$ cat src/rtl/dl_router.sv
// dl_router: steers the hps_io ioctl byte stream to one of NUM_TARGETS destinations,
// packs bytes little-endian into DATA_W-bit words with byte enables and hands them
// over a per-target valid/ack handshake while holding the selected target in reset.
module dl_router #(
    parameter int unsigned NUM_TARGETS = 2,
    parameter int unsigned ADDR_W      = 16,
    parameter int unsigned DATA_W      = 8,
    parameter int unsigned INDEX_W     = 8,
    localparam int unsigned BYTES      = DATA_W / 8,
    localparam int unsigned LB         = $clog2(BYTES)
) (
    input  logic                   clk_sys_i,
    input  logic                   reset_i,
    input  logic                   ioctl_download_i,
    input  logic                   ioctl_wr_i,
    input  logic [ADDR_W-1:0]      ioctl_addr_i,
    input  logic [7:0]             ioctl_dout_i,
    input  logic [INDEX_W-1:0]     ioctl_index_i,
    output logic                   ioctl_wait_o,
    output logic [NUM_TARGETS-1:0] tgt_wr_o,
    output logic [ADDR_W-LB-1:0]   tgt_addr_o,
    output logic [DATA_W-1:0]      tgt_data_o,
    output logic [BYTES-1:0]       tgt_be_o,
    input  logic [NUM_TARGETS-1:0] tgt_ack_i,
    output logic [NUM_TARGETS-1:0] tgt_hold_o,
    output logic                   dn_done_o,
    output logic [ADDR_W:0]        dn_bytes_o,
    output logic                   dn_err_o
);

    localparam int unsigned TgtW = (NUM_TARGETS > 1) ? $clog2(NUM_TARGETS) : 1;
    localparam int unsigned LbW  = (LB > 0) ? LB : 1;
    localparam int unsigned WaW  = ADDR_W - LB;

    typedef enum logic [1:0] {StIdle, StActive, StFlush, StDone} state_e;

    state_e              state_q, state_d;
    logic                dl_prev_q, dl_prev_d;
    logic [TgtW-1:0]     tgt_q, tgt_d;
    logic                disc_q, disc_d;
    logic                hold_q, hold_d;
    logic [WaW-1:0]      acc_waddr_q, acc_waddr_d;
    logic [DATA_W-1:0]   acc_data_q, acc_data_d;
    logic [BYTES-1:0]    acc_be_q, acc_be_d;
    logic                acc_valid_q, acc_valid_d;
    logic                acc_go_q, acc_go_d;   // accumulator completed but output was busy
    logic [WaW-1:0]      out_waddr_q, out_waddr_d;
    logic [DATA_W-1:0]   out_data_q, out_data_d;
    logic [BYTES-1:0]    out_be_q, out_be_d;
    logic                out_valid_q, out_valid_d;
    logic [ADDR_W:0]     dn_bytes_q, dn_bytes_d;
    logic                dn_err_q, dn_err_d;

    logic [LbW-1:0]      lane;
    logic [WaW-1:0]      waddr;
    logic                start_edge, accept, drop, same, ack_sel;
    logic                move_acc, move_new, load_new, lane_top;
    logic [DATA_W-1:0]   mrg_data;
    logic [BYTES-1:0]    mrg_be;

    if (LB > 0) begin : g_lane
        assign lane = ioctl_addr_i[LbW-1:0];
    end else begin : g_nolane
        assign lane = '0;
    end
    assign waddr = ioctl_addr_i[ADDR_W-1:LB];

    // Output decode from registered state
    always_comb begin
        tgt_wr_o   = '0;
        tgt_hold_o = '0;
        for (int unsigned t = 0; t < NUM_TARGETS; t++) begin
            tgt_wr_o[t]   = out_valid_q && (tgt_q == TgtW'(t));
            tgt_hold_o[t] = hold_q && (tgt_q == TgtW'(t));
        end
    end

    assign ioctl_wait_o = out_valid_q || (state_q == StFlush) || (state_q == StDone);
    assign tgt_addr_o   = out_waddr_q;
    assign tgt_data_o   = out_data_q;
    assign tgt_be_o     = out_be_q;
    assign dn_done_o    = (state_q == StDone);
    assign dn_bytes_o   = dn_bytes_q;
    assign dn_err_o     = dn_err_q;

    assign start_edge = ioctl_download_i && !dl_prev_q;
    assign accept     = (state_q == StActive) && ioctl_wr_i && !ioctl_wait_o;
    assign drop       = (state_q == StActive) && ioctl_wr_i && ioctl_wait_o;
    assign same       = acc_valid_q && (acc_waddr_q == waddr);
    assign ack_sel    = |(tgt_ack_i & tgt_wr_o);
    assign lane_top   = (lane == LbW'(BYTES - 1));

    // Next-state: FSM, accumulator packing, output register and counters
    always_comb begin
        state_d     = state_q;
        dl_prev_d   = ioctl_download_i;
        tgt_d       = tgt_q;
        disc_d      = disc_q;
        hold_d      = hold_q;
        acc_waddr_d = acc_waddr_q;
        acc_data_d  = acc_data_q;
        acc_be_d    = acc_be_q;
        acc_valid_d = acc_valid_q;
        acc_go_d    = acc_go_q;
        out_waddr_d = out_waddr_q;
        out_data_d  = out_data_q;
        out_be_d    = out_be_q;
        out_valid_d = out_valid_q;
        dn_bytes_d  = dn_bytes_q;
        dn_err_d    = dn_err_q;
        move_acc    = 1'b0;
        move_new    = 1'b0;
        load_new    = 1'b0;

        mrg_data = same ? acc_data_q : '0;
        mrg_be   = same ? acc_be_q : '0;
        for (int unsigned b = 0; b < BYTES; b++) begin
            if (LbW'(b) == lane) begin
                mrg_data[b*8 +: 8] = ioctl_dout_i;
                mrg_be[b]          = 1'b1;
            end
        end

        if (out_valid_q && ack_sel) out_valid_d = 1'b0;

        unique case (state_q)
            StIdle: begin
                if (start_edge) begin
                    state_d    = StActive;
                    tgt_d      = ioctl_index_i[TgtW-1:0];
                    disc_d     = (32'(ioctl_index_i) >= NUM_TARGETS);
                    dn_err_d   = (32'(ioctl_index_i) >= NUM_TARGETS);
                    hold_d     = !(32'(ioctl_index_i) >= NUM_TARGETS);
                    dn_bytes_d = '0;
                end
            end
            StActive: begin
                if (!ioctl_download_i) state_d = StFlush;
            end
            StFlush: begin
                if (!acc_valid_q && !out_valid_q) state_d = StDone;
                else if (acc_valid_q && !out_valid_q) move_acc = 1'b1;
            end
            StDone: begin
                state_d = StIdle;
                hold_d  = 1'b0;
            end
            default: state_d = StIdle;
        endcase

        if (drop) dn_err_d = 1'b1;

        if (accept) begin
            if (dn_bytes_q != '1) dn_bytes_d = dn_bytes_q + 1'b1;
            if (!disc_q) begin
                // Output is free here since ioctl_wait was low
                if (acc_valid_q && !same) move_acc = 1'b1;
                if ((lane_top || (same && acc_go_q)) && !move_acc) move_new = 1'b1;
                else load_new = 1'b1;
            end
        end else if ((state_q == StActive) && acc_valid_q && acc_go_q && !out_valid_q) begin
            move_acc = 1'b1;
        end

        if (move_acc) begin
            out_waddr_d = acc_waddr_q;
            out_data_d  = acc_data_q;
            out_be_d    = acc_be_q;
            out_valid_d = 1'b1;
            acc_valid_d = 1'b0;
            acc_go_d    = 1'b0;
        end
        if (move_new) begin
            out_waddr_d = waddr;
            out_data_d  = mrg_data;
            out_be_d    = mrg_be;
            out_valid_d = 1'b1;
            acc_valid_d = 1'b0;
            acc_go_d    = 1'b0;
        end
        if (load_new) begin
            acc_waddr_d = waddr;
            acc_data_d  = mrg_data;
            acc_be_d    = mrg_be;
            acc_valid_d = 1'b1;
            acc_go_d    = lane_top;
        end
    end

    // State registers with synchronous reset
    always_ff @(posedge clk_sys_i) begin
        if (reset_i) begin
            state_q     <= StIdle;
            dl_prev_q   <= 1'b0;
            tgt_q       <= '0;
            disc_q      <= 1'b0;
            hold_q      <= 1'b0;
            acc_waddr_q <= '0;
            acc_data_q  <= '0;
            acc_be_q    <= '0;
            acc_valid_q <= 1'b0;
            acc_go_q    <= 1'b0;
            out_waddr_q <= '0;
            out_data_q  <= '0;
            out_be_q    <= '0;
            out_valid_q <= 1'b0;
            dn_bytes_q  <= '0;
            dn_err_q    <= 1'b0;
        end else begin
            state_q     <= state_d;
            dl_prev_q   <= dl_prev_d;
            tgt_q       <= tgt_d;
            disc_q      <= disc_d;
            hold_q      <= hold_d;
            acc_waddr_q <= acc_waddr_d;
            acc_data_q  <= acc_data_d;
            acc_be_q    <= acc_be_d;
            acc_valid_q <= acc_valid_d;
            acc_go_q    <= acc_go_d;
            out_waddr_q <= out_waddr_d;
            out_data_q  <= out_data_d;
            out_be_q    <= out_be_d;
            out_valid_q <= out_valid_d;
            dn_bytes_q  <= dn_bytes_d;
            dn_err_q    <= dn_err_d;
        end
    end

endmodule

$ cat config.mk
export PLATFORM = sky130hd
export DESIGN_NAME = dl_router
export DESIGN_NICKNAME = d
export VERILOG_FILES = /design/src/rtl/dl_router.sv
export SDC_FILE = /design/constraint.sdc
export NUM_CORES = 1
export LEC_CHECK = 0
export ABC_AREA = 1
export ABC_CLOCK_PERIOD_IN_PS = 4100
export BUFFER_PORTS_ARGS = -buffer_cell sky130_fd_sc_hd__buf_2
export CAP_MARGIN = 20
export CORE_AREA = 2 2 104 106
export DETAILED_ROUTE_END_ITERATION = 8
export DIE_AREA = 0 0 106 108
export GPL_TIMING_DRIVEN = 1
export HOLD_SLACK_MARGIN = 0.03
export PLACE_DENSITY = 0.69
export SLEW_MARGIN = 20
export SYNTH_ARGS = -nofsm -noshare
export SYNTH_HDL_FRONTEND = slang
export SYNTH_SLANG_ARGS = --single-unit
export TNS_END_PERCENT = 50
$ cat constraint.sdc
create_clock -name clk_sys_i -period 4.1 [get_ports clk_sys_i]
set_input_delay 0.41 -clock clk_sys_i [delete_from_list [all_inputs] [get_ports clk_sys_i]]
set_output_delay 0.41 -clock clk_sys_i [all_outputs]
set_load 0.005 [all_outputs]
## Yosys cells after proc, flatten, opt, wreduce, memory -nomap -nowiden

Index checks and enable logic that the tools add are counted.

- Output and inout port bits: 49
- Word-level logic and storage cells: 103
- Register bits after elaboration: 76

- Add/sub/neg operators: 1
- Reductions and logical operators: 36
- Bitwise logic cells: 2
- Order comparisons: 1
- Eq/ne operators: 8
- Muxes and demuxes: 40

Operator list:

| cell | count |
|---|---|
| 17-bit two-way mux | 4 |
| 16-bit two-way mux | 2 |
| 1-bit two-way mux | 27 |
| 17-bit by 1-bit adder with 17-bit output, second input constant | 1 |
| 17-bit inequality test, second input constant | 1 |
| 16-bit equality test | 1 |
| 1-bit logical AND | 16 |
| 8-bit two-way mux | 2 |
| 8-bit by 2-bit greater-or-equal comparator with 1-bit output, second input constant | 1 |
| 2-bit one-hot mux with 4 select lines | 1 |
| 2-bit nonzero test | 4 |
| 1-bit logical NOT | 6 |
| 2-bit two-way mux | 3 |
| 2-bit AND reduction | 3 |
| 3-bit nonzero test | 2 |
| 2-bit equality test, second input constant | 2 |
| 2-bit inequality test, second input constant | 2 |
| 3-bit AND reduction | 1 |
| 2-bit bitwise AND | 1 |
| 2-bit by 1-bit equality test with 1-bit output, second input constant | 1 |
| 2-bit logical NOT | 1 |
| 1-bit logical OR | 2 |
| 2-bit by 1-bit inequality test with 1-bit output, second input constant | 1 |
| 1-bit one-hot mux with 2 select lines | 1 |
| 2 further kinds | 2 |

## Depth between registers and ports, before layout

- Word-level depth: 13
- Depth in mapped cells: 14
- Gate-level depth less buffers: 13

## Least setup slack after synthesis

No wires, ideal clock.

- Kind: register to register
- Start point: register dn_bytes_q[0], in the netlist dn_bytes_o[0]
- End point: register dn_bytes_q[8], in the netlist dn_bytes_o[8]
- Data required time: 3.968 ns
- Arrival time: 2.087 ns
- Path slack: 1.881 ns
- Setup time: 0.132 ns
- Buffers on the path: 0
- Cell stages (with the launch flop): 14
- Cells stage by stage: dfxtp_1 ha_1 nand3_1 nor2_1 nand3_1 nor2_1 nand2_1 nor3_1 ha_1 nor2_4 nor2_2 inv_1 a22oi_1 nor3_1

- Word-level cells in the longest chain between the ends: 3
- Elaborated cells on any way between the ends: 4
- Those cells by class: add/sub: 1; eq/ne: 1; mux: 2

Ends and longest elaborated chain:

| item | RTL line | RTL |
|---|---|---|
| start, declared | 51 | `logic [ADDR_W:0] dn_bytes_q, dn_bytes_d;` |
| start signal, assigned | 224 | `dn_bytes_q <= dn_bytes_d;` |
| 17-bit by 1-bit adder with 17-bit output / 17-bit inequality test (equally long branches) | 154 | `if (dn_bytes_q != '1) dn_bytes_d = dn_bytes_q + 1'b1;` |
| 17-bit two-way mux * | 154 |  |
| 17-bit two-way mux * | 153 | `if (accept) begin` |

Mark *: on every way between the ends. The rest lies on a longest branch, timed or not.
A chain may end at the register's enable or synchronous reset.

## Worst setup path after layout

Same ends and word-level chain as after synthesis.

==> impl_metrics.xml <==
<?xml version="1.0" encoding="UTF-8"?>
<metrics>
  <group name="worst_setup_path">
    <metric name="critical_path.slowest_cell" unit="">sky130_fd_sc_hd__dfxtp_1</metric>
    <metric name="worst-path-max-fanout" unit="">17</metric>
    <metric name="critical_path_class" unit="">flop to flop</metric>
    <metric name="largest_delay_contributor_family_on_the_critical_path" unit="">simple AND/OR/NAND/NOR gates</metric>
    <metric name="ff2ff_setup_slack" unit="ns">1.51</metric>
    <metric name="path_cells" unit="">ha_1, nand3_1, nor2_1, nand3_1, nor2_1, nand2_1, nor3_1, ha_1, nor2_4, nor2_2, inv_1, a22oi_1, nor3_1</metric>
    <metric name="critical-path-max-stage-delay" unit="ns">0.41</metric>
    <metric name="cp.buffers_inverters" unit="">1</metric>
    <metric name="crit_path_required_time" unit="ns">4.32</metric>
    <metric name="setup.worst_path.end_class" unit="">flop</metric>
    <metric name="worst_path_arrival" unit="ns">2.81</metric>
    <metric name="worst_setup_path_start_kind" unit="">flop</metric>
  </group>
  <group name="clocking">
    <metric name="cts.root.buffer_cell" unit="">sky130_fd_sc_hd__clkbuf_8</metric>
    <metric name="cts_sinks" unit="">76</metric>
    <metric name="clock_latency" unit="ns">0.35</metric>
    <metric name="post_cts_buffers" unit="">0</metric>
    <metric name="cts_inserted_buffers" unit="">9</metric>
    <metric name="cts_tree" unit="">done</metric>
    <metric name="htree_levels" unit="">3</metric>
    <metric name="post_cts_hold_buffer_count" unit="">0</metric>
    <metric name="clkTransAtPathRegs" unit="ns">0.08</metric>
    <metric name="cts.repair.resized" unit="">0</metric>
    <metric name="cts.path.max_buffers" unit="">2</metric>
  </group>
  <group name="placed_design">
    <metric name="detailedPlacementHpwl" unit="um">6686</metric>
    <metric name="globalplace.congestion" unit="">0.9643</metric>
    <metric name="placement.io_buffers" unit="">86</metric>
    <metric name="placed_cell_count" unit="">787</metric>
  </group>
  <group name="detailed_routing">
    <metric name="route.vias.total" unit="">3972</metric>
    <metric name="routedWlPerCell" unit="um">12.51</metric>
    <metric name="drtAntennaViolNets" unit="">0</metric>
    <metric name="detail_route.vias_per_cell" unit="">4.946</metric>
    <metric name="detail_route.first_pass.iterations" unit="">5</metric>
    <metric name="detailedRoute.firstIterationViolations" unit="">195</metric>
    <metric name="finalWirelength" unit="um">10050</metric>
    <metric name="remaining_drc_errors" unit="">0</metric>
  </group>
  <group name="logic_synthesis">
    <metric name="synthesis.area_per_instance" unit="sq um">6.964</metric>
    <metric name="synthDistinctLibCells" unit="">40</metric>
    <metric name="synth.yosys.seq_area_share" unit="%">36.90</metric>
    <metric name="netlist_instances" unit="">592</metric>
    <metric name="postSynthNetCount" unit="">637</metric>
    <metric name="yosysWarnings" unit="">0</metric>
    <metric name="mappedNetlistArea" unit="sq um">4123</metric>
    <metric name="postSynthRegisterBits" unit="">76</metric>
  </group>
  <group name="grt">
    <metric name="grt_antenna_before_repair" unit="">0</metric>
    <metric name="wire_length_of_the_first_global_routing_pass" unit="um">16930</metric>
    <metric name="vias_in_the_first_global_route" unit="">3789</metric>
    <metric name="overflow" unit="">0</metric>
    <metric name="globalRouteTotalUtil" unit="%">18.06</metric>
    <metric name="grt_max_degree" unit="">52</metric>
  </group>
  <group name="finish">
    <metric name="finish.cell_count_without_fillers" unit="">803</metric>
    <metric name="antenna_cells_inserted" unit="">0</metric>
    <metric name="area_growth_syn_to_layout" unit="%">14.96</metric>
    <metric name="leading_cell_type_in_the_layout_fill_and_taps_excluded" unit="">sky130_fd_sc_hd__nand2_1</metric>
    <metric name="nNetsFinal" unit="">707</metric>
    <metric name="fillers" unit="">1039</metric>
    <metric name="final_layout_size_suffix_gt1_share" unit="%">23.09</metric>
    <metric name="final_cell_mix" unit="">131 x sky130_fd_sc_hd__nand2_1, 91 x sky130_fd_sc_hd__inv_1, 86 x sky130_fd_sc_hd__buf_2</metric>
  </group>
  <group name="sta">
    <metric name="timing_max_transition_violations_final" unit="">0</metric>
    <metric name="shortest_clock_period_the_worst_path_allows_after_layout" unit="ns">2.594</metric>
    <metric name="setup_repair_after_global_routing_missed_its_margin" unit="">no</metric>
    <metric name="tightest_slew" unit="ns">0.9074</metric>
    <metric name="hold_violations" unit="">0</metric>
    <metric name="fin_worst_skew" unit="ns">0.01027</metric>
    <metric name="final_min_period_over_clock_period" unit="%">63.26</metric>
    <metric name="max_slew_margin" unit="%">39.44</metric>
    <metric name="setup_viol" unit="">0</metric>
    <metric name="timing.setup.tns" unit="ns">0</metric>
    <metric name="timing.fmax" unit="MHz">385.6</metric>
  </group>
  <group name="pwr">
    <metric name="power_density" unit="nW/um^2">413.7</metric>
    <metric name="vdd.ir_drop.worst" unit="uV">215.1</metric>
    <metric name="clkPwrFrac" unit="%">26.9</metric>
    <metric name="sw_frac_of_total" unit="%">35.42</metric>
    <metric name="pwr-share-comb" unit="%">28.7</metric>
    <metric name="power.net_switching" unit="uW">694.5</metric>
    <metric name="seq_power_share" unit="%">44.4</metric>
    <metric name="power_leakage" unit="nW">2.231</metric>
    <metric name="internal_power" unit="mW">1.266</metric>
  </group>
  <group name="floorplan">
    <metric name="dieHeight" unit="um">108</metric>
    <metric name="i_o_pin_total" unit="">87</metric>
    <metric name="die_width" unit="um">106</metric>
    <metric name="coreArea" unit="sq um">10230</metric>
    <metric name="initial_core_utilization" unit="%">40.30</metric>
    <metric name="floorplan.rows" unit="">37</metric>
    <metric name="dieArea" unit="sq um">11450</metric>
  </group>
  <group name="outcome">
    <metric name="status" unit="">completed</metric>
  </group>
  <group name="job">
    <metric name="maxCapViolations" unit="">0</metric>
  </group>
  <group name="worst_hold_path">
    <metric name="holdCritPathClass" unit="">input pin to flop</metric>
  </group>
</metrics>
[registers in the layout, summed over array words and instances, names as in the netlist]
register / count
out_valid_q: 1
dn_bytes_o: 17
acc_be_q: 1
acc_waddr_q: 16
tgt_data_o: 8
dn_err_o: 1
tgt_be_o: 1
state_q: 2
tgt_q: 1
tgt_addr_o: 16
disc_q: 1
dl_prev_q: 1
acc_data_q: 8
acc_go_q: 1
hold_q: 1
[tightest hold or removal path, cell delays in order]
cell	delay (ns)
sky130_fd_sc_hd__buf_2	0.09
sky130_fd_sc_hd__inv_1	0.04
sky130_fd_sc_hd__nor2_1	0.07
[layer usage]
metal / up-vias / GRT usage, % / part of all wire (%)
li1: 2050 / - / -
met1: 1790 / 22.46 / 45
met2: 117 / 31.61 / 47
met3: 15 / 3.436 / 6.5
met4: 0 / 5.921 / 1.5
met5: - / 0 / 0
[worst paths after layout]
path | to | from | cells after the start
worst max-delay path | dn_bytes_o[8]$_SDFF_PP0_ | dn_bytes_o[0]$_SDFF_PP0_ | 13
worst min-delay path | dl_prev_q$_SDFF_PP0_ | ioctl_download_i | 3
worst max register to register | dn_bytes_o[8]$_SDFF_PP0_ | dn_bytes_o[0]$_SDFF_PP0_ | 13
worst min register to register | acc_data_q[4]$_SDFFE_PP0P_ | acc_data_q[4]$_SDFFE_PP0P_ | 2
[per-stage QoR]
step	util, %	hold WS [ns]	area, sq um	total power [mW]	setup WS, ns
floorplan	-	0.4359	4123	1.284	1.881
global placement	44.58	0.4446	4561	1.436	1.681
detailed placement	44.58	0.4582	4561	1.453	1.581
global route	46.33	0.3193	4740	2.096	1.272
CTS	46.33	0.2863	4740	1.982	1.556
finish	46.33	0.2973	4740	1.961	1.506
[cells by family after synthesis]
family	share of synthesized area (%)
AO/OA/AOI/OAI	14.48
adder cells (fa/ha/maj)	2.124
buffers and inverters	13.51
flip-flops	36.90
AND/OR/NAND/NOR	32.99
[Yosys cell counts]
master | number | share of area, %
sky130_fd_sc_hd__nand2_1 | 131 | 12
sky130_fd_sc_hd__inv_1 | 91 | 8.3
sky130_fd_sc_hd__dfxtp_1 | 76 | 37
sky130_fd_sc_hd__nand3_1 | 57 | 6.9
sky130_fd_sc_hd__nor2_1 | 40 | 3.6
sky130_fd_sc_hd__o21ai_0 | 36 | 4.4
sky130_fd_sc_hd__nand4_1 | 25 | 3.8
sky130_fd_sc_hd__a21oi_1 | 23 | 2.8
sky130_fd_sc_hd__a21oi_2 | 18 | 3.8
sky130_fd_sc_hd__buf_2 | 12 | 1.5
sky130_fd_sc_hd__nand2_2 | 12 | 1.8
sky130_fd_sc_hd__clkbuf_1 | 10 | 0.91
sky130_fd_sc_hd__ha_1 | 7 | 2.1
sky130_fd_sc_hd__inv_2 | 6 | 0.55
sky130_fd_sc_hd__nor3_1 | 6 | 0.73
sky130_fd_sc_hd__a211oi_1 | 5 | 0.91
sky130_fd_sc_hd__buf_6 | 4 | 1.1
sky130_fd_sc_hd__clkinv_1 | 4 | 0.36
sky130_fd_sc_hd__a31oi_1 | 2 | 0.30
sky130_fd_sc_hd__buf_4 | 2 | 0.36
sky130_fd_sc_hd__nand2_4 | 2 | 0.55
sky130_fd_sc_hd__nor2_2 | 2 | 0.30
sky130_fd_sc_hd__nor2_4 | 2 | 0.55
sky130_fd_sc_hd__o2111a_1 | 2 | 0.55
sky130_fd_sc_hd__o22ai_1 | 2 | 0.30
sky130_fd_sc_hd__a2111oi_2 | 1 | 0.36
sky130_fd_sc_hd__a221oi_1 | 1 | 0.21
sky130_fd_sc_hd__a22oi_1 | 1 | 0.18
sky130_fd_sc_hd__buf_12 | 1 | 0.49
sky130_fd_sc_hd__nand2_8 | 1 | 0.49
sky130_fd_sc_hd__nand3_2 | 1 | 0.24
sky130_fd_sc_hd__nand3_4 | 1 | 0.42
sky130_fd_sc_hd__nand4_4 | 1 | 0.52
sky130_fd_sc_hd__nor2_8 | 1 | 0.49
sky130_fd_sc_hd__nor3b_2 | 1 | 0.30
sky130_fd_sc_hd__nor4_1 | 1 | 0.15
sky130_fd_sc_hd__o2111ai_1 | 1 | 0.21
sky130_fd_sc_hd__o211ai_1 | 1 | 0.18
sky130_fd_sc_hd__o221a_2 | 1 | 0.27
sky130_fd_sc_hd__or2_2 | 1 | 0.15
[cell type report]
type                       count  area [sq um]  share of cell area (%)
multi-input combinational    386          2044                   43.14
tap                          136         170.2                   3.590
timing repair buffer          88         445.4                   9.398
clock buffer                  11         141.4                   2.983
sequential                    76          1521                   32.10
clock inverter                 5         37.54                  0.7920
inverter                     101         379.1                   7.999
[power groups by stage]
stage / clock (mW) / combinational [mW] / sequential, mW
after detailed placement: 0 / 0.566 / 0.886
after global routing: 0.569 / 0.644 / 0.883
after floorplan: 0 / 0.394 / 0.889
after global placement: 0 / 0.553 / 0.883
after CTS: 0.543 / 0.569 / 0.870
final: 0.528 / 0.563 / 0.870
Note: power is estimated with default switching activity, not from simulation.
